===== config.mk =====
export PLATFORM = sky130hd
export DESIGN_NAME = multicycle_datapath
export DESIGN_NICKNAME = d
export VERILOG_FILES = /design/src/rtl/multicycle_datapath.sv
export SDC_FILE = /design/constraint.sdc
export NUM_CORES = 2
export LEC_CHECK = 0
export ABC_AREA = 0
export CAP_MARGIN = 20
export CORE_MARGIN = 2
export CORE_UTILIZATION = 40
export CTS_CLUSTER_DIAMETER = 80
export DETAILED_ROUTE_END_ITERATION = 7
export PLACE_DENSITY = 0.58
export SYNTH_ARGS = -nofsm -noshare
export SYNTH_HDL_FRONTEND = slang
export SYNTH_SLANG_ARGS = --single-unit

===== constraint.sdc =====
create_clock -name clk -period 118.5 [get_ports clk]
set_input_delay 11.85 -clock clk [delete_from_list [all_inputs] [get_ports clk]]
set_output_delay 11.85 -clock clk [all_outputs]
set_load 0.1 [all_outputs]

===== src/rtl/multicycle_datapath.sv =====
// Multi-cycle MIPS datapath: PC, IR, register file, ALU latches and step FSM; optional trace port via DATAPATH_TRACE_EN.
// Latency: 4 cycles per ALU/jump instruction, 5 per load/store, plus any memory wait states.
// Backpressure: imem_req/dmem_req held with stable address/data until the matching ready; ready without req is ignored.
module multicycle_datapath #(
    parameter int Dbits = 32,
    parameter int Nreg  = 32,
    parameter logic [Dbits-1:0] RESET_PC = '0
) (
    input  logic             clk,
    input  logic             reset,
    input  logic [1:0]       pcsel,
    input  logic [1:0]       wasel,
    input  logic [1:0]       wdsel,
    input  logic [1:0]       asel,
    input  logic             sext,
    input  logic             bsel,
    input  logic [4:0]       alufn,
    input  logic             wr,
    input  logic             rd,
    input  logic             werf,
    output logic [31:0]      instr,
    output logic             Z,
    output logic             imem_req,
    output logic [Dbits-1:0] imem_addr,
    input  logic             imem_ready,
    input  logic [31:0]      imem_rdata,
    output logic             dmem_req,
    output logic             dmem_we,
    output logic [Dbits-1:0] dmem_addr,
    output logic [Dbits-1:0] dmem_wdata,
    input  logic             dmem_ready,
    input  logic [Dbits-1:0] dmem_rdata
`ifdef DATAPATH_TRACE_EN
    ,
    output logic [Dbits-1:0] debug,
    output logic [Dbits-1:0] debug_pc,
    output logic [31:0]      retired
`endif
);
    localparam int Abits = $clog2(Nreg);
    localparam int SHW   = $clog2(Dbits);

    typedef enum logic [2:0] {S_FETCH, S_DECODE, S_EXEC, S_MEM, S_WB} state_t;

    state_t            state_q;
    logic [Dbits-1:0]  pc_q, pc4_q, a_q, b_q, alu_q, mdr_q;
    logic [31:0]       instr_q;
    logic              z_q, imem_req_q, dmem_req_q, dmem_we_q;
    logic [Dbits-1:0]  rf_q [Nreg];

    logic [Abits-1:0]  rs_idx, rt_idx, waddr_d;
    logic [Dbits-1:0]  rs_val, rt_val;
    logic [Dbits-1:0]  sign_imm, imm_d, alu_a_d, alu_b_d, alu_d;
    logic [Dbits-1:0]  wdata_d, pc_next_d;
    logic              rf_we_d;

`ifdef DATAPATH_TRACE_EN
    logic [Dbits-1:0]  debug_q, debug_pc_q;
    logic [31:0]       retired_q;
    assign debug    = debug_q;
    assign debug_pc = debug_pc_q;
    assign retired  = retired_q;
`endif

    assign instr      = instr_q;
    assign Z          = z_q;
    assign imem_req   = imem_req_q;
    assign imem_addr  = pc_q;
    assign dmem_req   = dmem_req_q;
    assign dmem_we    = dmem_we_q;
    assign dmem_addr  = alu_q;
    assign dmem_wdata = b_q;

    assign rs_idx = Abits'(instr_q[25:21]);
    assign rt_idx = Abits'(instr_q[20:16]);
    assign rs_val = (rs_idx == '0) ? '0 : rf_q[rs_idx];
    assign rt_val = (rt_idx == '0) ? '0 : rf_q[rt_idx];

    assign sign_imm = {{(Dbits-16){instr_q[15]}}, instr_q[15:0]};
    assign imm_d    = sext ? sign_imm : {{(Dbits-16){1'b0}}, instr_q[15:0]};

    always_comb begin
        alu_a_d = a_q;
        case (asel)
            2'b01:   alu_a_d = {{(Dbits-5){1'b0}}, instr_q[10:6]};
            2'b10:   alu_a_d = Dbits'(16);
            default: alu_a_d = a_q;
        endcase
    end

    assign alu_b_d = bsel ? imm_d : b_q;

    // alufn[1:0]: 01 add/sub, 11 logic, 00 shift (B by A), 10 set-less-than
    always_comb begin
        alu_d = '0;
        case (alufn[1:0])
            2'b01: alu_d = alufn[4] ? (alu_a_d - alu_b_d) : (alu_a_d + alu_b_d);
            2'b11: begin
                case (alufn[3:2])
                    2'b00:   alu_d = alu_a_d & alu_b_d;
                    2'b01:   alu_d = alu_a_d | alu_b_d;
                    2'b10:   alu_d = alu_a_d ^ alu_b_d;
                    default: alu_d = ~(alu_a_d | alu_b_d);
                endcase
            end
            2'b00: begin
                if (!alufn[3])
                    alu_d = alu_b_d << alu_a_d[SHW-1:0];
                else if (!alufn[2])
                    alu_d = alu_b_d >> alu_a_d[SHW-1:0];
                else
                    alu_d = $unsigned($signed(alu_b_d) >>> alu_a_d[SHW-1:0]);
            end
            default: begin
                if (alufn[3])
                    alu_d = {{(Dbits-1){1'b0}}, (alu_a_d < alu_b_d)};
                else
                    alu_d = {{(Dbits-1){1'b0}}, ($signed(alu_a_d) < $signed(alu_b_d))};
            end
        endcase
    end

    always_comb begin
        waddr_d = Abits'(instr_q[15:11]);
        case (wasel)
            2'b01:   waddr_d = rt_idx;
            2'b10:   waddr_d = Abits'(31);
            default: waddr_d = Abits'(instr_q[15:11]);
        endcase
    end

    always_comb begin
        wdata_d = alu_q;
        case (wdsel)
            2'b00:   wdata_d = pc4_q;
            2'b10:   wdata_d = mdr_q;
            default: wdata_d = alu_q;
        endcase
    end

    always_comb begin
        pc_next_d = pc4_q;
        case (pcsel)
            2'b01:   pc_next_d = pc4_q + (sign_imm << 2);
            2'b10:   pc_next_d = {pc4_q[Dbits-1:28], instr_q[25:0], 2'b00};
            2'b11:   pc_next_d = a_q;
            default: pc_next_d = pc4_q;
        endcase
    end

    assign rf_we_d = werf && (wasel != 2'b11) && (waddr_d != '0);

    always_ff @(posedge clk or posedge reset) begin
        if (reset) begin
            state_q    <= S_FETCH;
            pc_q       <= RESET_PC;
            pc4_q      <= '0;
            a_q        <= '0;
            b_q        <= '0;
            alu_q      <= '0;
            mdr_q      <= '0;
            instr_q    <= '0;
            z_q        <= 1'b0;
            imem_req_q <= 1'b0;
            dmem_req_q <= 1'b0;
            dmem_we_q  <= 1'b0;
`ifdef DATAPATH_TRACE_EN
            debug_q    <= '0;
            debug_pc_q <= '0;
            retired_q  <= '0;
`endif
        end else begin
            case (state_q)
                S_FETCH: begin
                    // Only the first fetch after reset spends a cycle raising req
                    if (!imem_req_q) begin
                        imem_req_q <= 1'b1;
                    end else if (imem_ready) begin
                        instr_q    <= imem_rdata;
                        imem_req_q <= 1'b0;
                        state_q    <= S_DECODE;
                    end
                end
                S_DECODE: begin
                    a_q     <= rs_val;
                    b_q     <= rt_val;
                    pc4_q   <= pc_q + Dbits'(4);
                    state_q <= S_EXEC;
                end
                S_EXEC: begin
                    alu_q <= alu_d;
                    z_q   <= (alu_d == '0);
                    if (wr || rd) begin
                        dmem_req_q <= 1'b1;
                        dmem_we_q  <= wr;
                        state_q    <= S_MEM;
                    end else begin
                        state_q <= S_WB;
                    end
                end
                S_MEM: begin
                    if (dmem_ready) begin
                        if (!dmem_we_q)
                            mdr_q <= dmem_rdata;
                        dmem_req_q <= 1'b0;
                        dmem_we_q  <= 1'b0;
                        state_q    <= S_WB;
                    end
                end
                S_WB: begin
                    pc_q       <= pc_next_d;
                    imem_req_q <= 1'b1;
                    state_q    <= S_FETCH;
`ifdef DATAPATH_TRACE_EN
                    retired_q <= retired_q + 32'd1;
                    if (rf_we_d)
                        debug_q <= wdata_d;
                    if (pcsel == 2'b11)
                        debug_pc_q <= a_q;
`endif
                end
                default: state_q <= S_FETCH;
            endcase
        end
    end

    always_ff @(posedge clk or posedge reset) begin
        if (reset) begin
            for (int i = 0; i < Nreg; i++)
                rf_q[i] <= '0;
        end else if (state_q == S_WB && rf_we_d) begin
            rf_q[waddr_d] <= wdata_d;
        end
    end

endmodule

==> results.sh <==
export IMPL_finalHoldViolCount=0
export IMPL_start_util_pct=40.2
export IMPL_drtIter0Drc=7138
export IMPL_syn_area_um2=73600
export IMPL_cts_root_buf="clkbuf_16"
export IMPL_io_buffers=217
export IMPL_drc=0
export IMPL_cp_startpoint="asel[0]"
export IMPL_outcome="completed"
export IMPL_drive_gt1_share_pct=16.7
export IMPL_sequentialPowerShare_pct=28.9
export IMPL_cts_max_level=4
export IMPL_gp_congestion=1.00
export IMPL_p_sw_uw=945
export IMPL_num_io_pins=218
export IMPL_relSlewSlack_pct=15.8
export IMPL_cts_sink_count=1255
export IMPL_dpl_cell_area_um2=77900
export IMPL_placementRows=157
export IMPL_p_per_area_nw_per_um2=24.0
export IMPL_core_um2=183000
export IMPL_worstMarginPinSlew_ns=1.26
export IMPL_clock_path_buffers=3
export IMPL_antenna_found_initial=19
export IMPL_worstPathRequired_ns=119.18
export IMPL_dieHeight_um=433
export IMPL_power_uw=1990
export IMPL_yosysTopAreaCellShare_pct=42.7
export IMPL_critical_path_class="input port to flip-flop"
export IMPL_nFillCells=17200
export IMPL_final_common_cell="nand2_1"
export IMPL_intPower_uw=1050
export IMPL_synth_seq_cells=1255
export IMPL_yosys_area_top_type="dfrtp_1"
export IMPL_rsz0062_at_grt="no"
export IMPL_synth_edf_count=0
export IMPL_routed_via_density=6.26
export IMPL_worstHoldStart="rf_q[1002]$_DFFE_PP0P_"
export IMPL_grt_pass1_wl_um=439000
export IMPL_fin_hold_ws_ns=0.394
export IMPL_maxCapViolations=0
export IMPL_finalSetupViolations=0
export IMPL_die_w_um=433
export IMPL_cp_max_fo=49
export IMPL_worst_path_max_delay_cell="nand2_2"
export IMPL_ant_nets=0
export IMPL_finalCritPeriodShare_pct=15.1
export IMPL_hold_path_class="flip-flop to flip-flop"
export IMPL_drv_slew=0
export IMPL_cts_setup_buffers=0
export IMPL_async_flop_share_pct=100
export IMPL_period_minus_slack_ns=17.94
export IMPL_cts_resized=0
export IMPL_holdPathStages=0
export IMPL_p_comb_share_pct=47.4
export IMPL_fin_setup_tns_ns=0
export IMPL_grt_pass1_vias=59000
export IMPL_syn_area_per_cell_um2=10.1
export IMPL_post_route_util_pct=45.4
export IMPL_clkPwrFrac_pct=23.7
export IMPL_vias=60900
export IMPL_finalInstanceArea_um2=83100
export IMPL_crit_path_frequent_cell="nand4_1"
export IMPL_cp_arrival_ns=18.62
export IMPL_startpoint_type="input port"
export IMPL_cts_tree="done"
export IMPL_leakage_uw=0.0350
export IMPL_die_area_um2=187000
export IMPL_crit_path_cell_trace="clkdlybuf4s50_1 -> inv_1 -> ha_1 -> buf_4 -> nand2_1 -> nand2_2 -> inv_1 -> ha_1 -> fa_1 -> o21bai_1 -> nand4_1 -> nand4_1 -> or3b_1 -> nor3b_1 -> o31ai_1 -> nor4_1 -> nand4_1 -> nor4_1 -> nand4_1 -> o41ai_2"
export IMPL_swShare_pct=47.4
export IMPL_rr_startpoint="a_q[0]$_DFFE_PP0N_"
export IMPL_area_growth_pct=12.9
export IMPL_drt_pass1_iterations=6
export IMPL_clk_latency_ns=0.82
export IMPL_hpwl_um=202000
export IMPL_synth_ff_type="dfrtp_1"
export IMPL_num_nets_final=7355
export IMPL_layout_common_cells="nand2_1, dfrtp_1, o21ai_0, mux4_2, mux2i_1"
export IMPL_synth_top_cells_by_area="dfrtp_1, mux4_2, o21ai_0"
export IMPL_synth_fp_nets=7521
export IMPL_wl_um=306000
export IMPL_grt_max_degree=93
export IMPL_detail_route_wl_per_cell_um=31.5
export IMPL_path_clk_slew_ns=0.06
export IMPL_end_kind="flip-flop"
export IMPL_ys_seq_area_share_pct=42.7
export IMPL_yosysUniqueCellTypes=97
export IMPL_postCtsHoldBufs=0
export IMPL_fin_skew_ns=0.0434
export IMPL_slowest_delay_ns=0.77
export IMPL_max_freq_mhz=55.8
export IMPL_ys_warn_count=0
export IMPL_overflow=0
export IMPL_cts_made_buffers=146
export IMPL_ir_drop_mv=0.0185
export IMPL_track_usage_pct=32.6
export IMPL_rr_worst_depth=16
export IMPL_syn_inst=7301
==> worst paths after layout <==
path / endpoint / slack [ns]
max reg2reg: Z$_DFFE_PP0P_ / 112.37
max in group asynchronous: rf_q[591]$_DFFE_PP0P_ / 103.61
min reg2reg: rf_q[1002]$_DFFE_PP0P_ / 0.39
max: Z$_DFFE_PP0P_ / 100.56
min: rf_q[1002]$_DFFE_PP0P_ / 0.39
min in group asynchronous: instr[31]$_DFFE_PP0P_ / 11.55
==> critical path: cells and delay by family <==
| family | cells | cell delay [ns] |
|---|---|---|
| simple gates | 10 | 3.79 |
| buf+inv | 4 | 1.17 |
| compound gates | 3 | 0.77 |
| fa+ha+maj | 3 | 0.98 |
==> sequential cells by signal, summed over array words and instances, names as in the netlist <==
register / cells
Z: 1
a_q: 32
imem_addr: 32
rf_q: 1024
mdr_q: 32
pc4_q: 32
dmem_addr: 32
dmem_req: 1
imem_req: 1
state_q: 3
instr: 32
dmem_wdata: 32
dmem_we: 1
==> cell usage after synthesis, types with 13 or more instances <==
master / n
a211oi_1: 68
a21o_1: 35
a21oi_1: 241
a221oi_1: 61
a22o_1: 48
a31oi_1: 32
and2_1: 17
and3_1: 18
buf_1: 85
buf_2: 54
clkbuf_1: 547
dfrtp_1: 1255
ha_1: 131
inv_1: 108
mux2_2: 148
mux2i_1: 236
mux4_2: 516
nand2_1: 1385
nand2b_1: 32
nand3_1: 70
nand4_1: 28
nor2_1: 236
nor2b_1: 35
nor3_1: 72
nor4_1: 24
o211ai_1: 45
o21a_1: 19
o21ai_0: 1228
o21ai_1: 13
o21bai_1: 21
o221ai_1: 50
o22ai_1: 81
o31ai_1: 23
or2_2: 16
xnor2_1: 67
xor2_1: 45
==> kinds of logic (layout without fill, tap and decap cells) <==
group / Yosys count / after routing / synth area share, %
and+or+nand+nor: 1992 / 1992 / 11.4
other: 0 / 12 / 0
muxes: 903 / 903 / 21.3
buffers and inverters: 813 / 762 / 4.31
AOI/OAI and AO/OA: 2092 / 2092 / 16.7
adders and majority gates: 134 / 134 / 2.31
DFF: 1255 / 1255 / 42.7
xor gates and xnor gates: 112 / 112 / 1.33
==> cell type report <==
class | count | area [um^2] | share of cell area (%)
inverter | 117 | 447 | 0.538
multi-input combinational | 5233 | 39500 | 47.6
antenna | 12 | 30.0 | 0.0362
clock inverter | 44 | 609 | 0.734
clock buffer | 219 | 4400 | 5.30
tap | 2464 | 3080 | 3.71
sequential | 1255 | 31400 | 37.9
timing repair buffer | 382 | 3530 | 4.26
==> power groups by stage <==
stage | logic (uW) | registers (uW) | clock network, uW
after global placement | 928 | 579 | 0
after floorplan | 501 | 652 | 0
after global routing | 986 | 578 | 495
after CTS | 931 | 573 | 477
final | 945 | 576 | 471
after detailed placement | 929 | 581 | 0
==> layer usage <==
| metal | vias to the layer above | wire length (um) | GRT usage [%] |
|---|---|---|---|
| met5 | - | 76 | 0 |
| met3 | 722 | 23500 | 5.68 |
| met2 | 2982 | 138000 | 50.3 |
| li1 | 26300 | - | - |
| met1 | 30900 | 124000 | 43.2 |
| met4 | 12 | 20300 | 18.9 |
==> metrics by stage <==
step	worst slack (ns)	std cells
5_1_grt	100.30	9717
6_report	100.56	9726
4_1_cts	100.80	9709
2_1_floorplan	71.28	7301
3_3_place_gp	100.04	9440
3_5_place_dp	99.96	9446
No activity file was read; power rests on OpenSTA's default activity.
